$ cat config.mk
export PLATFORM = sky130hd
export DESIGN_NAME = shift_cmd_driver
export DESIGN_NICKNAME = d
export VERILOG_FILES = /design/src/rtl/shift_cmd_pkg.sv /design/src/rtl/shift_cmd_ref_model.sv /design/src/rtl/shift_cmd_driver.sv
export SDC_FILE = /design/constraint.sdc
export NUM_CORES = 1
export LEC_CHECK = 0
export BUFFER_PORTS_ARGS = -buffer_cell sky130_fd_sc_hd__buf_2
export CAP_MARGIN = 5
export CELL_PAD_IN_SITES_DETAIL_PLACEMENT = 0
export CELL_PAD_IN_SITES_GLOBAL_PLACEMENT = 1
export CORE_MARGIN = 2
export CORE_UTILIZATION = 35
export CTS_CLUSTER_SIZE = 14
export DETAILED_ROUTE_END_ITERATION = 8
export PLACE_DENSITY_LB_ADDON = 0.1
export SYNTH_ARGS = -nofsm -noshare
export SYNTH_HDL_FRONTEND = slang
export SYNTH_SLANG_ARGS = --single-unit
$ cat constraint.sdc
create_clock -name clk -period 1.45 [get_ports clk]
set_clock_uncertainty 0.1 [all_clocks]
set_input_delay 0.29 -clock clk [delete_from_list [all_inputs] [get_ports clk]]
set_output_delay 0.29 -clock clk [all_outputs]
set_load 0.01 [all_outputs]
$ cat src/rtl/shift_cmd_pkg.sv
// Shared types for the shift-unit command driver: op encodings, FSM states, data width
// and the reference shift function used by the optional result checker.
package shift_cmd_pkg;

  localparam int DATA_W = 4;

  typedef enum logic [1:0] {
    OP_PASS = 2'b00,
    OP_CMPL = 2'b01,
    OP_SHR  = 2'b10,
    OP_SHL  = 2'b11
  } op_e;

  typedef enum logic [1:0] {
    IDLE   = 2'b00,
    LOAD   = 2'b01,
    SETTLE = 2'b10,
    RESP   = 2'b11
  } state_e;

  // Vectors here are MSB-first numerically, so a right shift moves bits toward the
  // port-side index 3 and a left shift toward index 0, both zero filled.
  function automatic logic [DATA_W-1:0] shift_ref(input logic [DATA_W-1:0] data,
                                                  input op_e op,
                                                  input logic [1:0] amt);
    logic [DATA_W-1:0] res;
    res = data;
    unique case (op)
      OP_PASS: res = data;
      OP_CMPL: res = ~data;
      OP_SHR:  res = data >> amt;
      OP_SHL:  res = data << amt;
      default: res = data;
    endcase
    return res;
  endfunction

endpackage

$ cat src/rtl/shift_cmd_ref_model.sv
// Combinational expected result of the shift unit for a given operand, op and amount.
// Pure function wrapper, no state.
module shift_cmd_ref_model
  import shift_cmd_pkg::*;
(
  input  logic [DATA_W-1:0] i_data,
  input  logic [1:0]        i_op,
  input  logic [1:0]        i_amt,
  output logic [DATA_W-1:0] o_res
);

  assign o_res = shift_ref(i_data, op_e'(i_op), i_amt);

endmodule

$ cat src/rtl/shift_cmd_driver.sv
// Drives the 4-bit universal shift unit from a valid/ready command channel and returns the
// captured result on a valid/ready response channel. Optional checker: SHIFT_CMD_DRIVER_CHECK_EN.
module shift_cmd_driver
  import shift_cmd_pkg::*;
#(
  parameter int SETTLE_CYC = 1,
  parameter int CNT_W      = 8
) (
  input  logic             clk,
  input  logic             reset,
  input  logic             req_valid,
  output logic             req_ready,
  input  logic [0:3]       req_data,
  input  logic [0:1]       req_op,
  input  logic [0:1]       req_amt,
  input  logic             req_chain,
  output logic             rsp_valid,
  input  logic             rsp_ready,
  output logic [0:3]       rsp_data,
  output logic             sd_load,
  output logic             sd_rg,
  output logic [0:1]       sd_ch,
  output logic [0:1]       sd_sh,
  output logic [0:3]       sd_in,
  input  logic [0:3]       sd_out,
  output logic [CNT_W-1:0] done_cnt
`ifdef SHIFT_CMD_DRIVER_CHECK_EN
  ,
  output logic             chk_err,
  output logic [CNT_W-1:0] chk_cnt
`endif
);

  localparam logic [2:0] SETTLE_LAST = 3'(SETTLE_CYC - 1);

  state_e            r_state;
  state_e            w_state_nxt;
  logic [DATA_W-1:0] r_data;
  op_e               r_op;
  logic [1:0]        r_amt;
  logic              r_chain;
  logic [2:0]        r_settle;
  logic              r_rsp_valid;
  logic [DATA_W-1:0] r_rsp_data;
  logic [CNT_W-1:0]  r_done_cnt;

  logic              w_accept;
  logic              w_settle_last;
  logic              w_rsp_fire;
  logic [1:0]        w_amt_eff;

  assign w_accept      = req_valid && (r_state == IDLE);
  assign w_settle_last = (r_state == SETTLE) && (r_settle == SETTLE_LAST);
  assign w_rsp_fire    = r_rsp_valid && rsp_ready;
  // Pass and complement ignore the amount; keep the unit's amount select quiet for them.
  assign w_amt_eff     = ((r_op == OP_SHR) || (r_op == OP_SHL)) ? r_amt : 2'b00;

  always_ff @(posedge clk or negedge reset) begin
    if (!reset) begin
      r_state <= IDLE;
    end else begin
      r_state <= w_state_nxt;
    end
  end

  always_comb begin
    w_state_nxt = r_state;
    unique case (r_state)
      IDLE:    if (req_valid)     w_state_nxt = LOAD;
      LOAD:                       w_state_nxt = SETTLE;
      SETTLE:  if (w_settle_last) w_state_nxt = RESP;
      RESP:    if (w_rsp_fire)    w_state_nxt = IDLE;
      default:                    w_state_nxt = IDLE;
    endcase
  end

  // Control lines fall back to 00 outside LOAD/SETTLE so sd_out shows the stored result.
  always_comb begin
    req_ready = 1'b0;
    sd_load   = 1'b0;
    sd_rg     = 1'b0;
    sd_in     = '0;
    sd_ch     = '0;
    sd_sh     = '0;
    unique case (r_state)
      IDLE: req_ready = 1'b1;
      LOAD: begin
        sd_load = 1'b1;
        sd_rg   = r_chain;
        sd_in   = r_data;
        sd_ch   = r_op;
        sd_sh   = w_amt_eff;
      end
      SETTLE: begin
        sd_ch = r_op;
        sd_sh = w_amt_eff;
      end
      default: ;
    endcase
  end

  always_ff @(posedge clk or negedge reset) begin
    if (!reset) begin
      r_data      <= '0;
      r_op        <= OP_PASS;
      r_amt       <= '0;
      r_chain     <= 1'b0;
      r_settle    <= '0;
      r_rsp_valid <= 1'b0;
      r_rsp_data  <= '0;
      r_done_cnt  <= '0;
    end else begin
      if (w_accept) begin
        r_data  <= req_data;
        r_op    <= op_e'(req_op);
        r_amt   <= req_amt;
        r_chain <= req_chain;
      end
      if (r_state == LOAD) begin
        r_settle <= '0;
      end else if ((r_state == SETTLE) && !w_settle_last) begin
        r_settle <= r_settle + 3'd1;
      end
      if (w_settle_last) begin
        r_rsp_data  <= sd_out;
        r_rsp_valid <= 1'b1;
      end else if (w_rsp_fire) begin
        r_rsp_valid <= 1'b0;
        r_done_cnt  <= r_done_cnt + 1'b1;
      end
    end
  end

  assign rsp_valid = r_rsp_valid;
  assign rsp_data  = r_rsp_data;
  assign done_cnt  = r_done_cnt;

`ifdef SHIFT_CMD_DRIVER_CHECK_EN
  logic [DATA_W-1:0] w_chk_src;
  logic [DATA_W-1:0] w_chk_exp;
  logic              r_chk_err;
  logic [CNT_W-1:0]  r_chk_cnt;

  // A chained command operates on the previous result, which rsp_data still holds here.
  assign w_chk_src = r_chain ? r_rsp_data : r_data;

  shift_cmd_ref_model u_ref (
    .i_data (w_chk_src),
    .i_op   (r_op),
    .i_amt  (w_amt_eff),
    .o_res  (w_chk_exp)
  );

  always_ff @(posedge clk or negedge reset) begin
    if (!reset) begin
      r_chk_err <= 1'b0;
      r_chk_cnt <= '0;
    end else if (w_settle_last && (sd_out != w_chk_exp)) begin
      r_chk_err <= 1'b1;
      if (r_chk_cnt != '1) begin
        r_chk_cnt <= r_chk_cnt + 1'b1;
      end
    end
  end

  assign chk_err = r_chk_err;
  assign chk_cnt = r_chk_cnt;
`endif

endmodule

; Word-level counts from Yosys, hierarchy flattened
; Index checks and enable logic that the tools add are counted.
[classes]
n_addsub = 2
eq_ne = 8
mux = 15
n_bitwise = 1
n_reduce_logical = 13
[op_table]
columns = cell, n
row1 = 2-to-1 mux 2 bit, 6
row2 = adder 8 x 1 -> 8 bit (second input constant), 1
row3 = == test 2 bit (second input constant), 4
row4 = one-hot mux 2 bit (4 select lines), 1
row5 = 2-to-1 mux 3 bit, 2
row6 = != test 2 bit (second input constant), 3
row7 = 2-to-1 mux 1 bit, 5
row8 = logical AND 1 bit, 4
row9 = 2-to-1 mux 4 bit, 1
row10 = nonzero test 2 bit, 2
row11 = adder 3 x 1 -> 3 bit (second input constant), 1
row12 = zero test 3 bit, 1
row13 = AND reduction 3 bit, 1
row14 = == test 2 x 1 -> 1 bit (second input constant), 1
row15 = zero test 2 bit, 1
row16 = AND reduction 2 bit, 1
row17 = OR reduction 2 bit, 1
row18 = zero test 1 bit, 1
row19 = logical OR 1 bit, 1
row20 = inverter 1 bit, 1
[totals]
register_bits = 27
input_bits = 17
out_inout_bits = 24

; Depth between registers and ports, before layout
; Gate-level depths: netlist of the first run.
[depth]
word_depth = 6
ltp_mapped = 7

; Worst setup path after synthesis of the first run
; Ideal clock, no wire load.
[synth_path]
path_type = register to register
startpoint = register r_state[0]
endpoint = register r_state[1]
arrival_time_ps = 1396
required_ps = 1225
slack_ps = -171
stages_incl_launch_ff = 6
cell_sequence = dfrtp_1 inv_1 ha_1 buf_6 a221o_2 mux2_4
[synth_between]
elab_chain_cells = 4
word_cells_on_any_way = 10
cone_classes = eq/ne (6) / mux (1) / reduce/logical (3)
[synth_lines]
columns = element, line
row1 = "start, declared", shift_cmd_driver.sv:36  ; state_e r_state;
row2 = "start signal, assigned", shift_cmd_driver.sv:62  ; r_state <= w_state_nxt;
row3 = == test 2 bit, "shift_cmd_driver.sv:53, shift_cmd_driver.sv:68"
row4 = logical AND 1 bit, shift_cmd_driver.sv:53  ; assign w_settle_last = (r_state == SETTLE) && (r_settle == SETTLE_LAST);
row5 = != test 2 bit (no source line), -
row6 = AND reduction 3 bit (no source line), -
; Parallel ways exist; a longest one is shown, timed or not.
; A chain may end at the register's enable or synchronous reset.

; Worst setup path after layout of the first run
; Same ends and word-level chain as after synthesis.

==> results of run 1 <==
==> logic make-up (layout without fill, tap and decap cells) <==
family                     after synthesis  after routing  share of synthesized area, %
and+or+nand+nor                         44             44                          19.2
adders and majority gates                7              7                          6.67
buffers and inverters                    9             77                          3.71
muxes                                   11             11                          10.0
DFF                                     27             27                          51.4
AOI/OAI and AO/OA                        9              9                          4.28
xor gates and xnor gates                 7              7                          4.67
==> power groups by stage <==
| stage | Clock [mW] | Sequential [mW] | Combinational, mW |
|---|---|---|---|
| 2_1_floorplan | 0 | 1.31 | 0.960 |
| 3_3_place_gp | 0 | 1.25 | 1.65 |
| 3_5_place_dp | 0 | 1.28 | 1.69 |
| 4_1_cts | 0.454 | 1.26 | 1.97 |
| 5_1_grt | 0.485 | 1.32 | 2.36 |
| 6_report | 0.433 | 1.27 | 2.17 |
==> registers in the layout, summed over array words and instances, names as in the netlist <==
name and cells:
r_settle 3, r_amt 2, rsp_valid 1, done_cnt 8
rsp_data 4, r_chain 1, r_op 2, r_state 2
r_data 4
==> placed cells by master (no fill, tap or decap), types with 2 or more instances in the layout <==
cell,synthesis,layout
nor2_2,0,2
xnor2_1,2,2
mux2_4,2,2
and2_1,7,7
ha_4,0,5
buf_12,0,2
o21ai_1,0,2
buf_2,0,36
buf_4,0,19
and3_4,1,3
buf_6,2,8
nand3_2,0,2
clkbuf_8,0,3
nand3_1,5,3
a21oi_1,3,2
nand2_1,14,13
inv_1,7,3
xor2_1,5,5
dfrtp_1,27,26
inv_2,0,3
mux2_2,9,9
ha_1,7,2
==> tightest hold or removal path: cells and delay by family <==
family	cells	cell delay (ns)
AND/OR/NAND/NOR	2	0.08
buffers and inverters	1	0.07
==> worst min-delay path by stage <==
| stage | endpoint | slack (ns) | depth (start not counted) |
|---|---|---|---|
| 2_1_floorplan | done_cnt[0] | -0.11 | 0 |
| 3_3_place_gp | rsp_data[3] | 0.12 | 1 |
| 3_5_place_dp | rsp_data[3] | 0.12 | 1 |
| 4_1_cts | rsp_data[3] | 0.09 | 3 |
| 5_1_grt | rsp_data[3] | 0.1 | 3 |
| 6_report | rsp_data[3] | 0.1 | 3 |
==> metal layers <==
metal	part of all wire [%]	vias to the layer above	wire length, um	global-route usage (%)
met5	0	-	0	0
met4	1.1	0	31	5.47
met3	4.6	4	134	2.57
met2	55	28	1590	29.0
met1	39	530	1150	15.4
li1	-	520	-	-
==> what timing repair did <==
item,CTS,global route
hold buffers,1,0
setup buffers,4,3
endpoints found under the setup margin,26,37
hold endpoints to repair,13,0
resized for setup,17,14
gates cloned,0,0
pin swaps,1,8
==> cell type report <==
class	count	area share, %
clock buffers	3	2.06
clock inverters	1	0.374
inverters	7	1.43
multi-input cells	78	36.3
flip-flops and latches	27	33.7
well taps	48	2.99
repair buffers	66	23.1
==> cells in the mapped netlist (2+ instances only) <==
cell type / n
ha_1: 7
buf_6: 2
xnor2_1: 2
nor2_1: 3
dfrtp_1: 27
a21oi_1: 3
a21boi_0: 2
nand2_1: 14
mux2_4: 2
nand3_1: 5
nor3_1: 3
mux2_2: 9
xor2_1: 5
inv_1: 7
and3_1: 3
o21ai_0: 3
and2_1: 7
==> metrics by stage <==
step / std cells / hold slack, ns / instance area (um^2)
global placement: 218 / 0.115 / 1770
floorplan: 114 / -0.106 / 1370
CTS: 227 / 0.0946 / 1920
detailed placement: 218 / 0.118 / 1770
finish: 230 / 0.0972 / 2010
global route: 230 / 0.0997 / 2010
==> impl_metrics.ini, run 1 <==
[cells_and_area]
drive_gt1_share_pct = 59.3
multi_input_area_um2 = 728
syn_to_final_growth_pct = 52.7
final_nets = 207
fillers = 353
diodes = 0
register_area_um2 = 677
post-route-util_pct = 55.2

[global_route]
grt_pass1_wl_um = 4860
grt_max_degree = 17
grtUsageTotal_pct = 14.8
antenna_found_initial = 0
grt_pass1_vias = 1136
grt_overflow = 0

[job]
drv_cap = 0

[setup_path]
path_cells = buf_4, ha_4, a21boi_4, a221o_2, mux2_4
r2r_end = r_state[1]
crit_start = r_state[0]
cp-end-kind = register
critPathArrivalTime_ns = 1.77
path_buf_inv = 1
slowest_stage = dfrtp_1
r2r_slack_ns = -0.26
endpoint = r_state[1]
timing.rr.start = r_state[0]
path_depth = 5
crit_type = register to register
worstPathRequired_ns = 1.51
worstPathMaxFanout = 3
r2r_cells = 5
startpoint_type = register
max_stage_delay_ns = 0.43
crit_family = compound AO/OA/AOI/OAI gates

[yosys]
yosysSeqAreaShare_pct = 51.4
syn_inst = 114
syn_avg_cell_area_um2 = 11.5
synth_top_cell_area_share_pct = 51.4
yosys-top-cells-area = dfrtp_1, mux2_2, ha_1
synth_flop_cell = dfrtp_1
synth.largest_area_cell = dfrtp_1
synthArstFlopShare_pct = 100
synth_nets = 138
ys_types = 27
synth-edff-count = 0
ys_seq_elements = 27
synth.cell_area_um2 = 1310
ys_warn_count = 0

[clocking]
cts_htree_levels = 1
clk_latency_ns = 0.27
clk_path_buf_depth = 2
cts-root-buf = clkbuf_8
cts_made_buffers = 3
cts_tree = done
clock_sinks = 27
clk_pin_slew_worst_paths_ns = 0.10

[power_and_ir_drop]
combPwrFrac_pct = 55.9
p_per_area_nw_per_um2 = 1930
p_leak_nw = 1.01
switching_share_pct = 36.0
netSwitchingPower_mw = 1.40
peakVddDrop_v = 0.00104
p_int_mw = 2.48
p_clk_share_pct = 11.2
finalPower_mw = 3.87
seqPwrFrac_pct = 32.9

[sta]
timing.final.crit_period_ns = 1.71
fmax_mhz = 584
setup_viol = 26
maxSlewViolCount = 0
worst_pin_slew_ns = 0.350
rsz0062_at_grt = true
finalCritPeriodShare_pct = 118
hold_viol_final = 0
fin_tns_setup_ns = -4.38
slew_headroom_pct = 76.6
fin_ws_ns = -0.263

[worst_hold_path]
hold_path.class = primary input to register
hold_path_startpoint = sd_out[3]

[outcome]
status = finished, violations left
violations = negative setup slack

[detailed_routing]
firstDrtPassIters = 4
vias = 1082
ant_nets = 0
first_iter_violations = 38
drcViolationCount = 0
viasPerCell = 4.70
detail_route.wl_per_cell_um = 12.6
routed_wl_um = 2910

[place]
gp_congestion = 0.689
pre_cts_ws_ns = -0.187
hpwlAfterDp_um = 2110
io_buffers = 40

[floorplanning]
die_w_um = 65.3
rows = 22
start_util_pct = 36.2
coreArea_um2 = 3630
pin_count = 41
die_height_um = 65.3
dieArea_um2 = 4260
No activity file was read; power rests on OpenSTA's default activity.
==> run 2, diff against run 1 <==
CORE_UTILIZATION = 38   (was 35)
clock period = 1.7 ns   (was 1.45 ns; I/O delays follow)
==> run 2 against run 1 <==
The flow still finishes with violations (negative setup slack). Worst hold slack got worse by 0.0090 ns. Core utilization decreased by 2.8 points. Routed wire length decreased by 14%. Total power decreased by 26%. Cell area decreased by 13%. Global-route usage decreased by 1.3 points. Die area decreased by 7.4%. Sequential power decreased by 16%. Flip-flop and latch count unchanged. Setup slack improved by 0.16 ns. Critical endpoint is now sd_sh[1]. Highest routed layer unchanged.
==> impl_metrics.ini, run 2 (synthesis results as in run 1) <==
[setup_path]
cp-end-kind = output port
startpoint_type = register
worstPathMaxFanout = 5
critPathArrivalTime_ns = 1.37
worstPathRequired_ns = 1.26
crit_type = register to output port

[floorplanning]
start_util_pct = 39.4
die_w_um = 62.8
dieArea_um2 = 3940
coreArea_um2 = 3340
die_height_um = 62.8
pin_count = 41
rows = 21

[cells_and_area]
register_area_um2 = 676
final_common_cell = buf_2
drive_gt1_share_pct = 49.7
final_cell_mix = buf_2, dfrtp_1, nand2_1, mux2_2, buf_6
fillers = 322
post-route-util_pct = 52.4
largest_register_ffs = 8
final_nets = 190
multi_input_area_um2 = 653
syn_to_final_growth_pct = 33.1
diodes = 0
fin_area_um2 = 1750

[detailed_routing]
firstDrtPassIters = 5
ant_nets = 0
vias = 1009
viasPerCell = 4.78
met3_length_um = 105
routed.top_layer = met4
drcViolationCount = 0
dr_wl_met2_um = 1210
detail_route.wl_per_cell_um = 11.8
routed_wl_um = 2500
drt-met1-wl_um = 1120
first_iter_violations = 46

[global_route]
grtUsageTotal_pct = 13.5
grt_max_degree = 28
grt_pass1_vias = 967
grt_overflow = 0
antenna_found_initial = 0
grt_pass1_wl_um = 4260

[clocking]
cts_made_buffers = 3
cts_tree = done
clk_pin_slew_worst_paths_ns = 0.15
clock_sinks = 27
cts_htree_levels = 1
clk_path_buf_depth = 2
cts-root-buf = clkbuf_4
clk_latency_ns = 0.34

[power_and_ir_drop]
peakVddDrop_v = 0.000712
finalPower_mw = 2.87
p_per_area_nw_per_um2 = 1640
p_leak_nw = 0.905

[outcome]
status = finished, violations left
violations = negative setup slack

[worst_hold_path]
hold_path.class = primary input to register

[place]
gp_congestion = 0.725
placed_area_um2 = 1580
io_buffers = 40
hpwlAfterDp_um = 1820
pre_cts_ws_ns = -0.00151

[sta]
fmax_mhz = 554
worst_pin_slew_ns = 0.613
slew_headroom_pct = 59.2
hold_viol_final = 0
rsz0062_at_grt = true
setup_viol = 11
maxSlewViolCount = 0
timing.final.crit_period_ns = 1.81
finalCritPeriodShare_pct = 106
fin_ws_ns = -0.106

[job]
drv_cap = 0
[run 2: cell types whose count changed in the layout (fill, tap and decap cells not counted), moves of 3 or more]
cell,delta
and2_1,-5
clkbuf_8,-3
buf_4,-13
and2_4,+5
clkbuf_4,+3
[run 2: final timing paths]
path | start | end | slack [ns] | cells after the start
max | r_state[0] | sd_sh[1] | -0.11 | 4
min | sd_out[2] | rsp_data[2] | 0.09 | 3
max reg2reg | r_state[1] | r_state[1] | -0.10 | 6
min reg2reg | done_cnt[7] | done_cnt[7] | 0.38 | 1
max in group asynchronous | reset | rsp_data[3] | 0.67 | 2
min in group asynchronous | reset | done_cnt[2] | 0.43 | 2
[run 2: timing repair]
action                                  CTS  global route
pin swaps                                 1             3
endpoints found under the setup margin   12            14
buffers inserted                          3             1
hold endpoints to repair                 27             0
hold buffers                              1             0
resized for setup                         7            17
[run 2: worst max-delay path: stages (launching register included)]
cell and delay, ns:
dfrtp_1 0.41, inv_2 0.07, ha_4 0.28, and3_1 0.14, buf_2 0.12
[run 2: per-stage QoR]
stage | setup TNS (ns) | hold slack (ns) | instances
detailed placement | -0.00151 | 0.288 | 202
finish | -0.836 | 0.0882 | 211
floorplan | 0 | -0.0556 | 114
global route | -1.46 | 0.0853 | 211
CTS | -0.848 | 0.0823 | 210
global placement | 0 | 0.287 | 202
[run 2: cell type report]
class | instances | share of cell area [%]
Tap cell | 46 | 3.29
Inverter | 7 | 1.50
Sequential cell | 27 | 38.6
Clock buffer | 3 | 1.29
Multi-Input combinational cell | 78 | 37.3
Timing Repair Buffer | 49 | 17.7
Clock inverter | 1 | 0.286
[run 2: per-layer routing]
metal | up-vias | global-route usage, %
met3 | 5 | 1.62
li1 | 489 | -
met1 | 483 | 16.5
met2 | 32 | 23.4
met4 | 0 | 6.67
met5 | - | 0
[run 2: power breakdown]
part	switching, mW	leakage, nW	internal (mW)	total (mW)
Combinational	0.672	0.550	0.838	1.51
Clock	0.198	0.0177	0.0887	0.286
Sequential	0.178	0.337	0.894	1.07
